### src/rtl/mpsk_modulator.sv
// M-ary PSK modulator: serialises a latched word MSB-first into BPSK/QPSK/8-PSK
// symbols rendered from an 8-point sine table, with load handshake and done pulse.
module mpsk_modulator #(
  parameter int DATA_W      = 16,
  parameter int CYC_PER_SYM = 1,
  parameter int OUT_W       = 16
) (
  input  logic                    clk,
  input  logic                    rst,
  input  logic                    ld,
  input  logic [DATA_W-1:0]       data,
  input  logic [1:0]              mode,
  output logic signed [OUT_W-1:0] mod_out,
  output logic                    valid,
  output logic                    busy,
  output logic                    done
);

  localparam int SW = (CYC_PER_SYM > 1) ? $clog2(CYC_PER_SYM) : 1;
  localparam int NW = $clog2(DATA_W + 1);
  localparam logic [SW-1:0] STR_LAST = SW'(CYC_PER_SYM - 1);
  localparam logic [NW-1:0] NS1M = NW'(DATA_W - 1);
  localparam logic [NW-1:0] NS2M = NW'((DATA_W + 1) / 2 - 1);
  localparam logic [NW-1:0] NS3M = NW'((DATA_W + 2) / 3 - 1);

  // LOAD is the single cycle between acceptance from IDLE and sample 0.
  typedef enum logic [1:0] {IDLE, LOAD, RUN} state_t;

  state_t                  state_q, state_d;
  logic [2:0]              ph_q, ph_d;
  logic [SW-1:0]           str_q, str_d;
  logic [NW-1:0]           sym_q, sym_d;
  logic [DATA_W-1:0]       sh_q, sh_d;
  logic [1:0]              k_q, k_d;
  logic signed [OUT_W-1:0] out_q, out_d;
  logic [NW-1:0]           sym_last;
  logic                    last;

  function automatic logic [1:0] bits_per_sym(input logic [1:0] m);
    case (m)
      2'd1:    return 2'd2;
      2'd2:    return 2'd3;
      default: return 2'd1;
    endcase
  endfunction

  // b holds the next three data bits, MSB first; unused low bits are ignored.
  function automatic logic [2:0] sym_off(input logic [1:0] k, input logic [2:0] b);
    logic [2:0] o;
    case (k)
      2'd2: case (b[2:1])
              2'b00:   o = 3'd1;
              2'b01:   o = 3'd3;
              2'b11:   o = 3'd5;
              default: o = 3'd7;
            endcase
      2'd3: case (b)
              3'b000:  o = 3'd0;
              3'b001:  o = 3'd1;
              3'b011:  o = 3'd2;
              3'b010:  o = 3'd3;
              3'b110:  o = 3'd4;
              3'b111:  o = 3'd5;
              3'b101:  o = 3'd6;
              default: o = 3'd7;
            endcase
      default: o = b[2] ? 3'd0 : 3'd4;
    endcase
    return o;
  endfunction

  function automatic logic signed [OUT_W-1:0] carrier(input logic [2:0] idx);
    logic signed [15:0] v;
    case (idx)
      3'd0, 3'd4: v = 16'sd0;
      3'd1, 3'd3: v = 16'sd23170;
      3'd2:       v = 16'sd32767;
      3'd5, 3'd7: v = -16'sd23170;
      default:    v = -16'sd32767;
    endcase
    return OUT_W'(v >>> (16 - OUT_W));
  endfunction

  always_comb begin
    case (k_q)
      2'd2:    sym_last = NS2M;
      2'd3:    sym_last = NS3M;
      default: sym_last = NS1M;
    endcase
  end

  assign last = (state_q == RUN) && (ph_q == 3'd7) && (str_q == STR_LAST) && (sym_q == sym_last);

  // state / counter register
  always_ff @(posedge clk or posedge rst) begin
    if (rst) begin
      state_q <= IDLE;
      ph_q    <= '0;
      str_q   <= '0;
      sym_q   <= '0;
      sh_q    <= '0;
      k_q     <= '0;
      out_q   <= '0;
    end else begin
      state_q <= state_d;
      ph_q    <= ph_d;
      str_q   <= str_d;
      sym_q   <= sym_d;
      sh_q    <= sh_d;
      k_q     <= k_d;
      out_q   <= out_d;
    end
  end

  // next state; counters track the sample currently on mod_out
  always_comb begin
    state_d = state_q;
    ph_d    = ph_q;
    str_d   = str_q;
    sym_d   = sym_q;
    sh_d    = sh_q;
    k_d     = k_q;
    if ((state_q == IDLE && ld) || (last && ld)) begin
      state_d = (state_q == IDLE) ? LOAD : RUN;
      ph_d    = '0;
      str_d   = '0;
      sym_d   = '0;
      sh_d    = data;
      k_d     = bits_per_sym(mode);
    end else if (last) begin
      state_d = IDLE;
      ph_d    = '0;
      str_d   = '0;
      sym_d   = '0;
    end else if (state_q == LOAD) begin
      state_d = RUN;
    end else if (state_q == RUN) begin
      ph_d = ph_q + 3'd1;
      if (ph_q == 3'd7) begin
        if (str_q == STR_LAST) begin
          str_d = '0;
          sym_d = sym_q + 1'b1;
          sh_d  = sh_q << k_q;
        end else begin
          str_d = str_q + 1'b1;
        end
      end
    end
  end

  // output: sample selected by the next-state counters, registered with them
  always_comb begin
    out_d = '0;
    if (state_d == RUN)
      out_d = carrier(ph_d + sym_off(k_d, sh_d[DATA_W-1 -: 3]));
  end

  assign mod_out = out_q;
  assign valid   = (state_q == RUN);
  assign busy    = (state_q == RUN);
  assign done    = last;

endmodule

### config.mk
export PLATFORM = sky130hd
export DESIGN_NAME = mpsk_modulator
export DESIGN_NICKNAME = d
export VERILOG_FILES = /design/src/rtl/mpsk_modulator.sv
export SDC_FILE = /design/constraint.sdc
export NUM_CORES = 1
export LEC_CHECK = 0
export ABC_AREA = 1
export CORE_MARGIN = 2
export CORE_UTILIZATION = 40
export DETAILED_ROUTE_END_ITERATION = 12
export GPL_ROUTABILITY_DRIVEN = 0
export PLACE_DENSITY_LB_ADDON = 0.08
export SYNTH_ARGS = -nofsm -noshare
export SYNTH_HDL_FRONTEND = slang
export SYNTH_SLANG_ARGS = --single-unit
### constraint.sdc
create_clock -name clk -period 7.6 [get_ports clk]
set_input_delay 1.52 -clock clk [delete_from_list [all_inputs] [get_ports clk]]
set_output_delay 1.52 -clock clk [all_outputs]
set_load 0.02 [all_outputs]
### Word level (Yosys, flattened, before mapping)

Index checks and enable logic that the tools add are counted.

* bits in registers: 45
* word-level logic and storage cells: 100
* output and inout bits: 19
* input bits: 21

* bitwise operators: 1
* shift-type cells: 1
* reduce and logical (&&, ||, !) cells: 20
* add/sub/neg operators: 4
* multiplexer cells: 36
* equality and inequality tests: 30

Operator list (number)
* 2-to-1 mux 16 bit: 7
* one-hot mux 16 bit (4 select lines): 1
* 2-to-1 mux 5 bit: 6
* equality test 3 bit (second input constant): 7
* one-hot mux 3 bit (7 select lines): 1
* 2-to-1 mux 3 bit: 6
* equality test 2 bit (second input constant): 8
* left shift 16 x 2 -> 16 bit: 1
* equality test 3 x 2 -> 1 bit (second input constant): 4
* 2-to-1 mux 2 bit: 5
* one-hot mux 3 bit (3 select lines): 1
* one-hot mux 4 bit (2 select lines): 1
* equality test 2 x 1 -> 1 bit (second input constant): 3
* equality test 3 x 1 -> 1 bit (second input constant): 2
* logical NOT 3 bit: 2
* 2-to-1 mux 1 bit: 6
* one-hot mux 3 bit (2 select lines): 1
* nonzero test 3 bit: 2
* OR reduction 2 bit: 3
* adder 5 x 1 -> 5 bit (second input constant): 1
* equality test 5 bit: 1
* logical AND 1 bit: 5
* AND reduction 5 bit: 1
* logical NOT 2 bit: 2
* 13 further kinds: 15

### Logic depth before layout (Yosys ltp)

Gate-level depths: netlist (run 1).

* depth in word-level cells: 16
* mapped depth: 23
* depth with buffers taken out: 23

### Least setup slack after synthesis (run 1)

No wires, ideal clock.

* path kind: in2reg
* start point: in ld
* end point: reg out_q[1] (netlist: mod_out[1])
* data required time: 7537 ps
* library setup time: 63 ps
* buffers on the path: 1
* data arrival time: 3415 ps
* setup slack: 4122 ps
* stages: 18
* path through: inv_1 -> nor2_1 -> inv_1 -> nand2_1 -> buf_4 -> nand2_1 -> o21ai_1 -> nand2_1 -> nand3b_1 -> nand3_1 -> nand2_1 -> ha_1 -> fa_1 -> inv_1 -> a21oi_1 -> inv_1 -> o21bai_1 -> inv_1

* longest elaborated chain between the ends: 12
* elaborated cells on any way between the ends: 38
* those cells by class: add/sub: 1; eq/ne: 17; mux: 11; reduce/logical: 9

Ends and longest elaborated chain
* from (decl): RTL line 10 `input logic ld,`
* logical AND 1 bit: RTL line 123 `if ((state_q == IDLE && ld) || (last && ld)) begin`
* logical OR 1 bit (*): RTL line 123
* 2-to-1 mux 16 bit: RTL line 123
* equality test 3 bit, or another cell as far along: RTL line 57 `2'd3: case (b)`
* one-hot mux 3 bit (7 select lines) or one-hot mux 3 bit (3 select lines) (tied branches): RTL line 57, 51
* one-hot mux 3 bit (2 select lines): RTL line 50 `case (k)`
* 2-to-1 mux 3 bit: RTL line 154 `if (state_d == RUN)`
* adder 3 bit: RTL line 155 `out_d = carrier(ph_d + sym_off(k_d, sh_d[DATA_W-1 -: 3]));`
* equality test 3 bit, or another cell as far along: RTL line 74 `case (idx)`
* OR reduction 2 bit: RTL line 74
* one-hot mux 16 bit (4 select lines): RTL line 74
* 2-to-1 mux 16 bit (*): RTL line 154
* net out_d[1]: RTL line 35 `logic signed [OUT_W-1:0] out_q, out_d;`
* to (signal assigned): RTL line 111 `out_q <= out_d;`
* to (decl): RTL line 35

The timed path passes the listed nets; every way through them passes the cells marked *. The select of a mux whose other input is x is not followed.
A chain may end at the register's enable or synchronous reset.

### Worst setup path in the final report (run 1)

* start point: in ld
* end point: reg out_q[1] (netlist: mod_out[1])

* longest elaborated chain between the ends: 12
* elaborated cells on any way between the ends: 38
* those cells by class: add/sub: 1; eq/ne: 17; mux: 11; reduce/logical: 9

Ends and longest elaborated chain
* logical AND 1 bit: RTL line 123
* logical OR 1 bit (*): RTL line 123
* 2-to-1 mux 16 bit (*): RTL line 123
* net sh_d[15]: RTL line 33 `logic [DATA_W-1:0] sh_q, sh_d;`
* equality test 3 bit, or another cell as far along: RTL line 57
* one-hot mux 3 bit (7 select lines) or one-hot mux 3 bit (3 select lines) (tied branches): RTL line 57, 51
* one-hot mux 3 bit (2 select lines) (*): RTL line 50
* 2-to-1 mux 3 bit (*): RTL line 154
* adder 3 bit (*): RTL line 155
* equality test 3 bit, or another cell as far along: RTL line 74
* OR reduction 2 bit: RTL line 74
* one-hot mux 16 bit (4 select lines) (*): RTL line 74
* 2-to-1 mux 16 bit (*): RTL line 154
* net out_d[1]: RTL line 35

Marked as above.

==> results of run 1 <==
-- synth_stat cells (3+ instances only) --
master    number  area (um^2)
nand2_1      105          394
nand3_1       15         75.1
inv_1         30          113
nor2_1        12         45.0
dfrtp_1       33          826
nor3_1         5         25.0
ha_1           5         62.6
inv_2          3         11.3
buf_4         14          105
clkbuf_1       6         22.5
nand2_4        5         56.3
o211ai_1      11         82.6
nand4_1        3         18.8
nand2_2       12         75.1
a21oi_1       10         50.1
o21ai_0       17         85.1
-- how the worst max path moves through the flow --
stage	startpoint	end	slack, ns
floorplan	ld	mod_out[1]$_DFF_PP0_	4.12
global placement	ld	mod_out[1]$_DFF_PP0_	2.68
detailed placement	ld	mod_out[1]$_DFF_PP0_	2.57
CTS	ld	mod_out[1]$_DFF_PP0_	2.85
global route	ld	mod_out[1]$_DFF_PP0_	2.48
finish	ld	mod_out[1]$_DFF_PP0_	2.90
-- power groups by stage --
stage	logic, uW	clock network (uW)	registers [uW]
after floorplan	724	0	323
after global placement	866	0	351
after detailed placement	877	0	352
after CTS	881	134	350
after global routing	1000	143	364
final	871	131	349
-- area by class of cell --
class	count	share of cell area
Clock buffer	8	0.0292
Inverter	35	0.0524
Multi-Input combinational cell	225	0.440
Sequential cell	33	0.301
Tap cell	72	0.0328
Timing Repair Buffer	40	0.145
-- routing by layer --
| layer | vias up | part of all wire | wire length [um] |
|---|---|---|---|
| met1 | 934 | 0.48 | 2500 |
| met4 | 0 | 0.014 | 70 |
| met3 | 5 | 0.045 | 232 |
| met5 | - | 0 | 0 |
| met2 | 46 | 0.46 | 2380 |
| li1 | 1050 | - | - |
-- per-stage QoR --
| step | hold WS (ns) | area (um^2) | std cells | worst slack (ns) | utilization |
|---|---|---|---|---|---|
| after CTS | 0.539 | 2740 | 413 | 2.85 | 0.495 |
| after floorplan | 0.484 | 2320 | 315 | 4.12 | - |
| after global routing | 0.563 | 2740 | 413 | 2.48 | 0.495 |
| final | 0.534 | 2740 | 413 | 2.90 | 0.495 |
| after detailed placement | 0.523 | 2660 | 405 | 2.57 | 0.481 |
| after global placement | 0.514 | 2660 | 405 | 2.68 | 0.481 |
-- registers in the layout, summed over array words and instances, names as in the netlist --
register  count
ph_q          3
state_q       2
sh_q         16
k_q           2
mod_out       5
sym_q         5
-- cells by family (layout without fill, tap and decap cells) --
| kind of cell | count (synthesis) | after routing | synth area share |
|---|---|---|---|
| AND/OR/NAND/NOR | 170 | 170 | 0.350 |
| buffers and inverters | 57 | 83 | 0.124 |
| AO/OA/AOI/OAI | 47 | 47 | 0.127 |
| flip-flops | 33 | 33 | 0.356 |
| adder cells (fa/ha/maj) | 6 | 6 | 0.0356 |
| XOR/XNOR | 1 | 1 | 0.00378 |
| multiplexers | 1 | 1 | 0.00432 |
-- tightest hold or removal path, delay by kind of cell (launching register included) --
kind            cells  cell delay, ns
simple gates        1            0.06
flops               1            0.37
compound gates      1            0.07
==> impl_results.md, run 1 <==
- Status: complete, no violations
- Post-CTS Repair Setup Buffers: 0
- Int Power: between 600 and 700 uW
- Crit Path Max Fanout: 21
- Chip width: roughly 80 um
- Max IR drop VDD: 0.253 mV
- Cells after Synth: approximately 320
- Port buffer count: 39
- Unique masters post-synth: 40
- Worst path depth: 19
- Core area: 5540 um^2
- Footprint of the multi-input gates: ~1200 um^2
- Syn Area/Cell: ~7.4 um^2
- HPWL Detailed: between 3000 and 4000 um
- Worst slew pin tran: roughly 0.75 ns
- Num rows: 27
- Ys async rst share: 1.00
- CTS Hold Buffers Added: 0
- Synth Warn #: 0
- Combinational Power Share: 0.644
- Slew Viols, Final: 0
- WHS Endpoint: sh_q[9]$_DFFE_PP0P_
- Htree depth: 2
- Layer with the highest usage: met2
- DRC Markers: 0
- Hold depth: 2
- Met3 Use GR: 0.0416
- Startpoint Class: primary input
- Max-slew headroom: 0.499
- Vias per cell: roughly 5
- Fraction of layout cells with a size suffix above 1: 0.109
- Flop pwr share: 0.259
- Final wirelength: 5180 um
- First-pass GRT wire length: 9240 um
- Register Area: 826 um^2
- Largest net degree at the start of global routing: 34
- Worst flop-to-flop path startpoint: k_q[1]$_DFF_PP0_
- Clock transition at path regs: about 0.07 ns
- Final Critical Period: approximately 4.7 ns
- Worst Clk Skew: 0.00844 ns
- Commonest non-fill, non-tap cell in the layout: nand2_1
- Met1 GRT Util: 0.244
- CTS Buf Count: 5
- Final nets: around 370
- R2r endpoint: mod_out[1]$_DFF_PP0_
- Power per cell area: slightly below 500 nW/um^2
- CTS tree: yes
- Drt wl/cell: roughly 13 um
- All-Layer GR Usage: 0.186
- Die height: 80.2 um
- Total power: 1350 uW
- Critical Path AT: roughly 4.9 ns
- CTS Root Cell: clkbuf_8
- CP dominant cell by count: inv_1
- Post-synth EDFFs: 0
- Post-cts gate resize count: 0
- Area Growth Syn to Fin: 18.3%
- Setup Viol. Count Final: 0
- CP max stage delay: 0.60 ns
- Net Sw Power: 679 uW
- Delay-heaviest family, CP: simple AND/OR/NAND/NOR gates
- Crit-path cells: clkdlybuf4s50_1 -> inv_1 -> nor2_1 -> inv_1 -> nand2_1 -> nand2_1 -> nand2_4 -> inv_1 -> nand2_1 -> nand3b_1 -> nand3_1 -> nand2_1 -> ha_1 -> fa_1 -> inv_1 -> a21oi_1 -> inv_1 -> o21bai_1 -> inv_1
- RSZ-0062 raised after global routing: no
- LEAKAGE: about 0.0013 uW
- Drt pass-1 iters: 4
- Max cap viols: 0
- Crit path required time: about 8 ns
- Clock Sinks: 33
- Reg2Reg Setup Slack: about 3.7 ns
- Critical path class: in2reg
- Clk_lat worst skew: roughly 0.29 ns
- Clock network power share: 0.097
- Met2 usage: 0.308
- Ant diodes: 0
- DRT iter0 DRCs: 118
- Die area: approximately 6400 um^2
- Final Cycle Share: 0.618
- Grt ovf: 0
- Post-synthesis sequential area ratio: 0.356
- Max Freq: between 200 and 250 MHz
- Endpoint class of the critical path: register
- Top-Level Pins: 40
- Worst min-delay path startpoint: sh_q[9]$_DFFE_PP0P_
- Total Neg Setup Slack: 0 ns
- Crit path max-delay cell type: clkdlybuf4s50_1
- Post-DRT Antenna Nets: 0
- Buffer depth of the longest clock path: 2
- Synthesized area: 2320 um^2
- Worst hold-check path type: reg2reg
- Final Hold Fails: 0
- Reg2Reg Depth: 18
- Post-Syn Nets: 342
- Fillcell total: 574
- Synth Flop Type: dfrtp_1
- Via count: ~2000
- Vias in the first global route: 2014
- CP bufs+invs: 7
- Number of synthesized register bits: 33
- Initial antenna violation count: 0
- Sw Share: 0.502
- Starting Density: 0.419
- Most frequent cells in the layout: 105 x nand2_1, 39 x clkdlybuf4s50_1, 33 x dfrtp_1
(Power assumes the default switching activity.)
==> run 2, diff against run 1 <==
Clock period 7.6 ns to 4.63 ns, I/O delays scaled along.
==> run 2 against run 1 <==
Compared with the run above:
- total power increased by 64%
- worst setup slack got worse by 1.9 ns
- wire length about the same
- hold slack got worse by 0.00072 ns
- combinational power increased by 63%
- critical path type unchanged
- critical endpoint is now mod_out[13]$_DFF_PP0_
- highest routed layer unchanged
==> impl_results.md, run 2 (synthesis results as in run 1) <==
- Initial antenna violation count: 0 (unchanged)
- Most frequent cells in the layout: 105 x nand2_1, 39 x clkdlybuf4s50_1, 33 x dfrtp_1
- First-pass GRT wire length: 9110 um (-1.4%)
- Worst flop-to-flop path startpoint: k_q[1]$_DFF_PP0_
- Endpoint class of the critical path: register
- Hold depth: 2 (unchanged)
- Worst min-delay path startpoint: sh_q[11]$_DFFE_PP0P_
- Critical path class: in2reg
- Total power: 2210 uW (+64%)
- Commonest non-fill, non-tap cell in the layout: nand2_1
- Chip width: 80.2 um (unchanged)
- RSZ-0062 raised after global routing: no
- Via count: 2034 (-0.049%)
- Fillcell total: 572 (-0.35%)
- Reg2Reg Depth: 20 (+2)
- Clk_lat worst skew: 0.29 ns (about the same)
- Num rows: 27 (unchanged)
- Startpoint Class: primary input
- CTS Hold Buffers Added: 0 (unchanged)
- Vias in the first global route: 1975 (-1.9%)
- Final Critical Period: between 3 and 4 ns
- Largest Register: sh_q
- Crit Path Max Fanout: 20 (-4.8%)
- Largest net degree at the start of global routing: 34 (unchanged)
- Worst slew pin tran: 0.775 ns (+0.0248 ns)
- Starting Density: 0.419 (unchanged)
- Worst Clk Skew: 0.00645 ns (-0.00199 ns)
- CTS Buf Count: 5 (unchanged)
- Core area: 5540 um^2 (unchanged)
- Vias per cell: 4.91 (-0.29%)
- Max-slew headroom: 0.484 (-0.0153)
- Footprint of the multi-input gates: 1210 um^2 (unchanged)
- Clock Sinks: 33 (unchanged)
- Total Neg Setup Slack: 0 ns (unchanged)
- Post-DRT Antenna Nets: 0 (unchanged)
- Post-CTS Repair Setup Buffers: 0 (unchanged)
- All-Layer GR Usage: 0.182 (-0.00416)
- Final Cycle Share: 0.782
- Area Growth Syn to Fin: 18.6%
- Clock transition at path regs: 0.07 ns (about the same)
- Drt pass-1 iters: 4 (unchanged)
- Post-cts gate resize count: 0 (unchanged)
- WHS Endpoint: sh_q[11]$_DFFE_PP0P_
- Dpl cells: 406 (+0.25%)
- Placed Area: 2670 um^2 (+0.28%)
- Max cap viols: 0 (unchanged)
- Setup Viol. Count Final: 0 (unchanged)
- Die area: 6420 um^2 (unchanged)
- Final nets: 368 (+0.27%)
- Port buffer count: 39 (unchanged)
- Grt ovf: 0 (unchanged)
- Slew Viols, Final: 0 (unchanged)
- Power per cell area: 804 nW/um^2 (+63%)
- Fraction of layout cells with a size suffix above 1: 0.111 (+0.00261)
- Die height: 80.2 um (unchanged)
- LEAKAGE: 0.00132 uW (+0.42%)
- Final wirelength: 5180 um (about the same)
- Crit path launch: ld
- Final Non-Filler Cells: 414 (+0.24%)
- Buffer depth of the longest clock path: 2 (unchanged)
- Reg2Reg Setup Slack: 1.19 ns (-2.53 ns)
- Status: complete, no violations
- CTS tree: yes
- Final Hold Fails: 0 (unchanged)
- Final instance area: 2750 um^2 (+0.27%)
- R2r endpoint: mod_out[13]$_DFF_PP0_
- Max reg flops: 16 (unchanged)
- Drt wl/cell: 12.5 um (-0.16%)
- Htree depth: 2 (unchanged)
- Top-Level Pins: 40 (unchanged)
- Ant diodes: 0 (unchanged)
- Critical Path AT: 3.83 ns (-1.10 ns)
- CTS Root Cell: clkbuf_8
- Crit path required time: 4.84 ns (-2.99 ns)
- Max Freq: between 200 and 300 MHz
- Max IR drop VDD: 0.445 mV (+76%)
- DRT iter0 DRCs: 120 (+1.7%)
- HPWL Detailed: 3780 um (+1.5%)
- Register Area: 826 um^2 (unchanged)
- Worst hold-check path type: reg2reg
- DRC Markers: 0 (unchanged)
run 2: cell count changes in the layout (fill, tap and decap cells not counted), sizes merged:
| cell | previous run | this run |
|---|---|---|
| buf | 1 | 2 |
run 2: worst max-delay path, stage by stage:
cell and delay (ns):
clkdlybuf4s50_1 0.59, inv_1 0.07, nor2_1 0.10, inv_1 0.08
nand2_1 0.10, buf_4 0.25, a21oi_1 0.07, a21oi_1 0.23
nand3_1 0.11, nand3_1 0.08, nand2_1 0.05, ha_1 0.18
fa_1 0.42, inv_1 0.09, nand3_1 0.10, nand2_2 0.10
nand2_2 0.06, nand2_2 0.07, nor2_1 0.04, nor2_1 0.10
run 2: per-layer routing:
layer	global-route usage	share of wire	routed length, um	up-vias
met5	0	0	0	-
met4	0.0559	0.013	66	0
met1	0.242	0.49	2550	929
met2	0.303	0.45	2360	49
met3	0.0303	0.040	208	8
li1	-	-	-	1048
run 2: final cells by class:
class	count	area share
inverters	35	0.0523
repair buffers	41	0.147
flip-flops and latches	33	0.300
clock buffers	8	0.0291
multi-input cells	225	0.438
well taps	72	0.0327
run 2: how the worst max path moves through the flow:
stage	endpoint	slack, ns	depth (start not counted)
4_1_cts	mod_out[13]$_DFF_PP0_	1.00	20
6_report	mod_out[13]$_DFF_PP0_	1.01	20
5_1_grt	mod_out[1]$_DFF_PP0_	0.67	18
2_1_floorplan	mod_out[1]$_DFF_PP0_	1.75	18
3_3_place_gp	mod_out[1]$_DFF_PP0_	0.80	18
3_5_place_dp	mod_out[13]$_DFF_PP0_	0.70	20
run 2: through the flow:
stage | hold WS, ns | setup WS [ns] | utilization
floorplan | 0.484 | 1.75 | -
global placement | 0.521 | 0.800 | 0.482
detailed placement | 0.523 | 0.704 | 0.482
CTS | 0.539 | 1.00 | 0.497
global route | 0.577 | 0.674 | 0.497
finish | 0.534 | 1.01 | 0.497
run 2: power breakdown:
part,internal (uW),total [uW],switching [uW]
registers,428,577,149
clock network,107,214,107
logic,567,1420,854
==> RTL change 1: new RTL, flow settings as in run 2 <==
`sh_q` no longer has a reset.
--- a/src/rtl/mpsk_modulator.sv
+++ b/src/rtl/mpsk_modulator.sv
@@ -98,7 +98,6 @@
       ph_q    <= '0;
       str_q   <= '0;
       sym_q   <= '0;
-      sh_q    <= '0;
       k_q     <= '0;
       out_q   <= '0;
     end else begin
@@ -106,10 +105,13 @@
       ph_q    <= ph_d;
       str_q   <= str_d;
       sym_q   <= sym_d;
-      sh_q    <= sh_d;
       k_q     <= k_d;
       out_q   <= out_d;
     end
+  end
+
+  always_ff @(posedge clk) begin
+    sh_q <= sh_d;
   end
 
   // next state; counters track the sample currently on mod_out
Formal check against the unedited RTL: same outputs for any inputs over 10 cycles, from zero or initial values and one cycle with rst high; that may be too few to reach the edited logic, so the function may still have changed.
==> RTL change 1 against run 2 <==
Wire length decreased by 5.8%. Area after synthesis is 5.3% lower. Via count shrank 9.0%. Worst setup slack worse by 0.093 ns. Design area fell by 3.1%. Sequential cell count is the same. Non-clock buffer count grew 1.
Power is left out: it rests on default switching activity, and per cell area and clock period it moved more than threefold.
==> RTL change 1: results (changes against run 2) <==
Root Driver=clkbuf_8; total CTS buffers=5 (unchanged); HP Class=flop to flop; CP Data Arrival Time=3.89 ns (+0.06 ns); drt pass-1 iters=4 (unchanged); setup bufs post-CTS=0 (unchanged); Most flops, register=sh_q; layout filler cell count=510 (-11%); Detailed Place HPWL=3670 um (-2.8%); Crit Path Max Fanout=21 (+5.0%); layout cells sized above 1=10.4% (-0.67 points); routed vias=1,851 (-9.0%); vias in the first global route=1,809 (-8.4%); wire length per cell=12.7 um (+1.0%); clock buffer depth=2 (unchanged); sequential area share after synthesis=39.9% (+4.3 points); ys async rst share=51.5% (-48 points); post-route core utilization=51.2% (+1.5 points); Synth top cells by count=nand2_1, inv_1, o21ai_0; Final Net Count=342 (-7.1%); initial DRC count=109 (-9.2%); Setup WS pre-CTS=0.697 ns (-0.00681 ns); Synth area leaders=dfrtp_1, edfxtp_1, nand2_1; clk_lat worst skew=0.29 ns (about the same); Avg Cell Area, Syn=7.68 um2 (+4.3%); ANT cells=0 (unchanged); Synth Warn #=0 (unchanged); post-CTS sizing=0 (unchanged); CP max-delay cell=dfrtp_1; global-route wire length before repair=8380 um (-8.0%); Placed Cells=378 (-6.9%); Cell variety after synth=36 (-10%); Worst path max stage delay=0.75 ns (+0.16 ns); Via density=4.80 (-2.4%); clk_skew=0.00783 ns (+0.00137 ns); largest net degree at the start of global routing=22 (-35%); Total GRT Usage=17.4% (-0.82 points); H-tree depth=2 (unchanged); placed cell area=0.00256 mm2 (-4.0%); PortBufs=39 (unchanged); initial antenna violation count=0 (unchanged); Largest register FFs=16 (unchanged); Post-synth EDFFs=13 (+13); slew margin rel.=55.6% (+7.2 points); syn nets=313 (-8.5%); CP delay by family, top=simple AND/OR/NAND/NOR gates; CTS clock-pin slew for the worst setup and hold paths=0.07 ns (about the same); status=complete, no violations
[RTL change 1: changes by cell type in the layout (fill, tap and decap cells not counted), moves of 7 or more]
cell / before / now
o211ai_1: 11 / 1
a21oi_1: 10 / 3
dfrtp_1: 33 / 17
nand2_1: 105 / 86
o21ai_0: 17 / 30
edfxtp_1: 0 / 13
[RTL change 1: worst paths after layout]
kind	startpoint	end	slack, ns	cells past startpoint
setup / recovery	k_q[1]	mod_out[1]	0.92	19
hold / removal	state_q[0]	state_q[0]	0.58	2
setup reg to reg	k_q[1]	mod_out[1]	0.92	19
hold reg to reg	state_q[0]	state_q[0]	0.58	2
max in group asynchronous	rst	state_q[0]	3.17	2
min in group asynchronous	rst	sym_q[4]	1.03	2
[RTL change 1: cell type report]
cell class | instances | area share, %
Inverter | 35 | 4.93
Sequential cell | 33 | 32.9
Timing Repair Buffer | 42 | 15.5
Tap cell | 70 | 3.29
Multi-Input combinational cell | 198 | 39.6
Clock inverter | 1 | 0.188
Clock buffer | 7 | 3.62
[RTL change 1: metal layers]
layer,GRT usage (%),wire length (um),share of wire (%),up-vias
met2,26.2,2100,43,27
met4,6.14,63,1.3,0
met1,24.9,2560,52,846
met5,0,0,0,-
li1,-,-,-,971
met3,3.45,156,3.2,7
[RTL change 1: cells by family (layout without fill, tap and decap cells)]
| kind of cell | Yosys count | in the layout | synth area share, % |
|---|---|---|---|
| compound gates | 43 | 43 | 11.0 |
| xor+xnor | 4 | 4 | 1.59 |
| fa+ha+maj | 6 | 6 | 3.76 |
| buf+inv | 55 | 85 | 12.1 |
| flops | 33 | 33 | 39.9 |
| mux | 7 | 7 | 3.19 |
| simple gates | 138 | 138 | 28.5 |
==> RTL change 2: new RTL, config.mk and constraints of run 2 <==
Made on the original files. `OUT_W`: 16 -> 24.
--- a/src/rtl/mpsk_modulator.sv
+++ b/src/rtl/mpsk_modulator.sv
@@ -3,7 +3,7 @@
 module mpsk_modulator #(
   parameter int DATA_W      = 16,
   parameter int CYC_PER_SYM = 1,
-  parameter int OUT_W       = 16
+  parameter int OUT_W       = 24
 ) (
   input  logic                    clk,
   input  logic                    rst,
Ports: changed (resized mod_out); port bits go from 40 to 48. The function was not compared with the original's and may differ.
==> RTL change 2 against run 2 <==
Synthesized cell count decreased by 6.7%. Register-to-register slack better by 0.15 ns. Sequential cell count down 4. Highest routed layer unchanged. Critical path depth shrank 5. Die area is 2.1% lower. Design area is 2.5% lower. Area after synthesis is 2.2% lower. Hold slack barely moved. Worst setup slack better by 0.32 ns. Wire length shrank 4.2%.
Power is left out: it rests on default switching activity, and per cell area and clock period it moved more than threefold.
==> RTL change 2: results (changes against run 2) <==
status=complete, no violations; Least-Margin Pin Slew=0.621 ns (-0.154 ns); multiplexer share of the synthesized area=1.77% (+1.3 points); Synth area leaders=dfrtp_1, nand2_1, buf_4; CP Data Arrival Time=3.51 ns (-0.32 ns); global-route wire length before repair=8390 um (-7.9%); vias in the first global route=1,783 (-9.7%); Via density=4.80 (-2.3%); critical path type=input pin to flop; Detailed Place HPWL=3580 um (-5.1%); sequential area share after synthesis=32.0% (-3.6 points); Synth Area in Compound Gates=13.6% (+0.95 points); worst r2r dst=mod_out[22]; clk_lat worst skew=around 0.28 ns; largest net degree at the start of global routing=30 (-12%); r2r worst-path depth=21 (+5.0%); Top FF cell, synth=dfrtp_1; Synth Area in Adders=4.74% (+1.2 points); Cell variety after synth=32 (-20%); Final Net Count=346 (-6.0%); clock buffer depth=2 (unchanged); Total GRT Usage=17.1% (-1.1 points); setup bufs post-CTS=0 (unchanged); Synth top cells by count=nand2_1, inv_1, o21ai_0; ys async rst share=100% (unchanged); xor and xnor area share after synthesis=0.772% (+0.39 points); initial DRC count=129 (+7.5%); reg2reg setup slack=1.34 ns (+0.15 ns); syn nets=323 (-5.6%); wire length per cell=12.7 um (+1.6%); clk_skew=0.00591 ns (-0.000537 ns); HP Class=flop to flop; Crit Path Max Fanout=18 (-10%); layout cells sized above 1=12.9% (+1.8 points); PortBufs=47 (+21%)
[RTL change 2: worst min-delay path by stage]
stage          startpoint       end  slack (ns)
2_1_floorplan    sh_q[10]  sh_q[10]        0.48
3_3_place_gp      sh_q[0]   sh_q[0]        0.52
3_5_place_dp      sh_q[0]   sh_q[0]        0.52
4_1_cts           sh_q[1]   sh_q[1]        0.54
5_1_grt           sh_q[1]   sh_q[1]        0.55
6_report          sh_q[1]   sh_q[1]        0.53
[RTL change 2: stage by stage]
stage               worst slack, ns  std cells  area (um2)
floorplan                      1.84        294        2270
global placement               1.08        382        2600
detailed placement             1.02        382        2600
CTS                            1.30        390        2680
global route                  0.955        390        2680
finish                         1.33        390        2680
[RTL change 2: area by class of cell]
type / instances / area (um2)
timing repair buffer: 50 / 493
clock buffer: 8 / 80.1
inverter: 34 / 130
multi-input combinational: 197 / 1160
tap: 72 / 90.1
sequential: 29 / 726
fill: 550 / 2820
[RTL change 2: cells by family after synthesis]
logic type | after synthesis
compound gates | 53
buf+inv | 68
flops | 29
xor+xnor | 2
mux | 4
fa+ha+maj | 8
simple gates | 130
[RTL change 2: critical path, stage by stage]
cell             delay [ns]
clkdlybuf4s50_1        0.59
nand3_1                0.22
nand2_2                0.15
buf_4                  0.26
nand2_2                0.07
nand2_2                0.08
nor2_1                 0.04
nand3_1                0.07
nand2_1                0.05
ha_1                   0.18
fa_1                   0.48
nor2_1                 0.04
nor3b_1                0.18
nand2_1                0.07
nor2_1                 0.09
[RTL change 2: routing by layer]
| metal | GRT usage, % | wire, um |
|---|---|---|
| met1 | 22.9 | 2340 |
| met2 | 27.6 | 2280 |
| met3 | 3.86 | 282 |
| met4 | 5.17 | 58 |
| met5 | 0 | 0 |
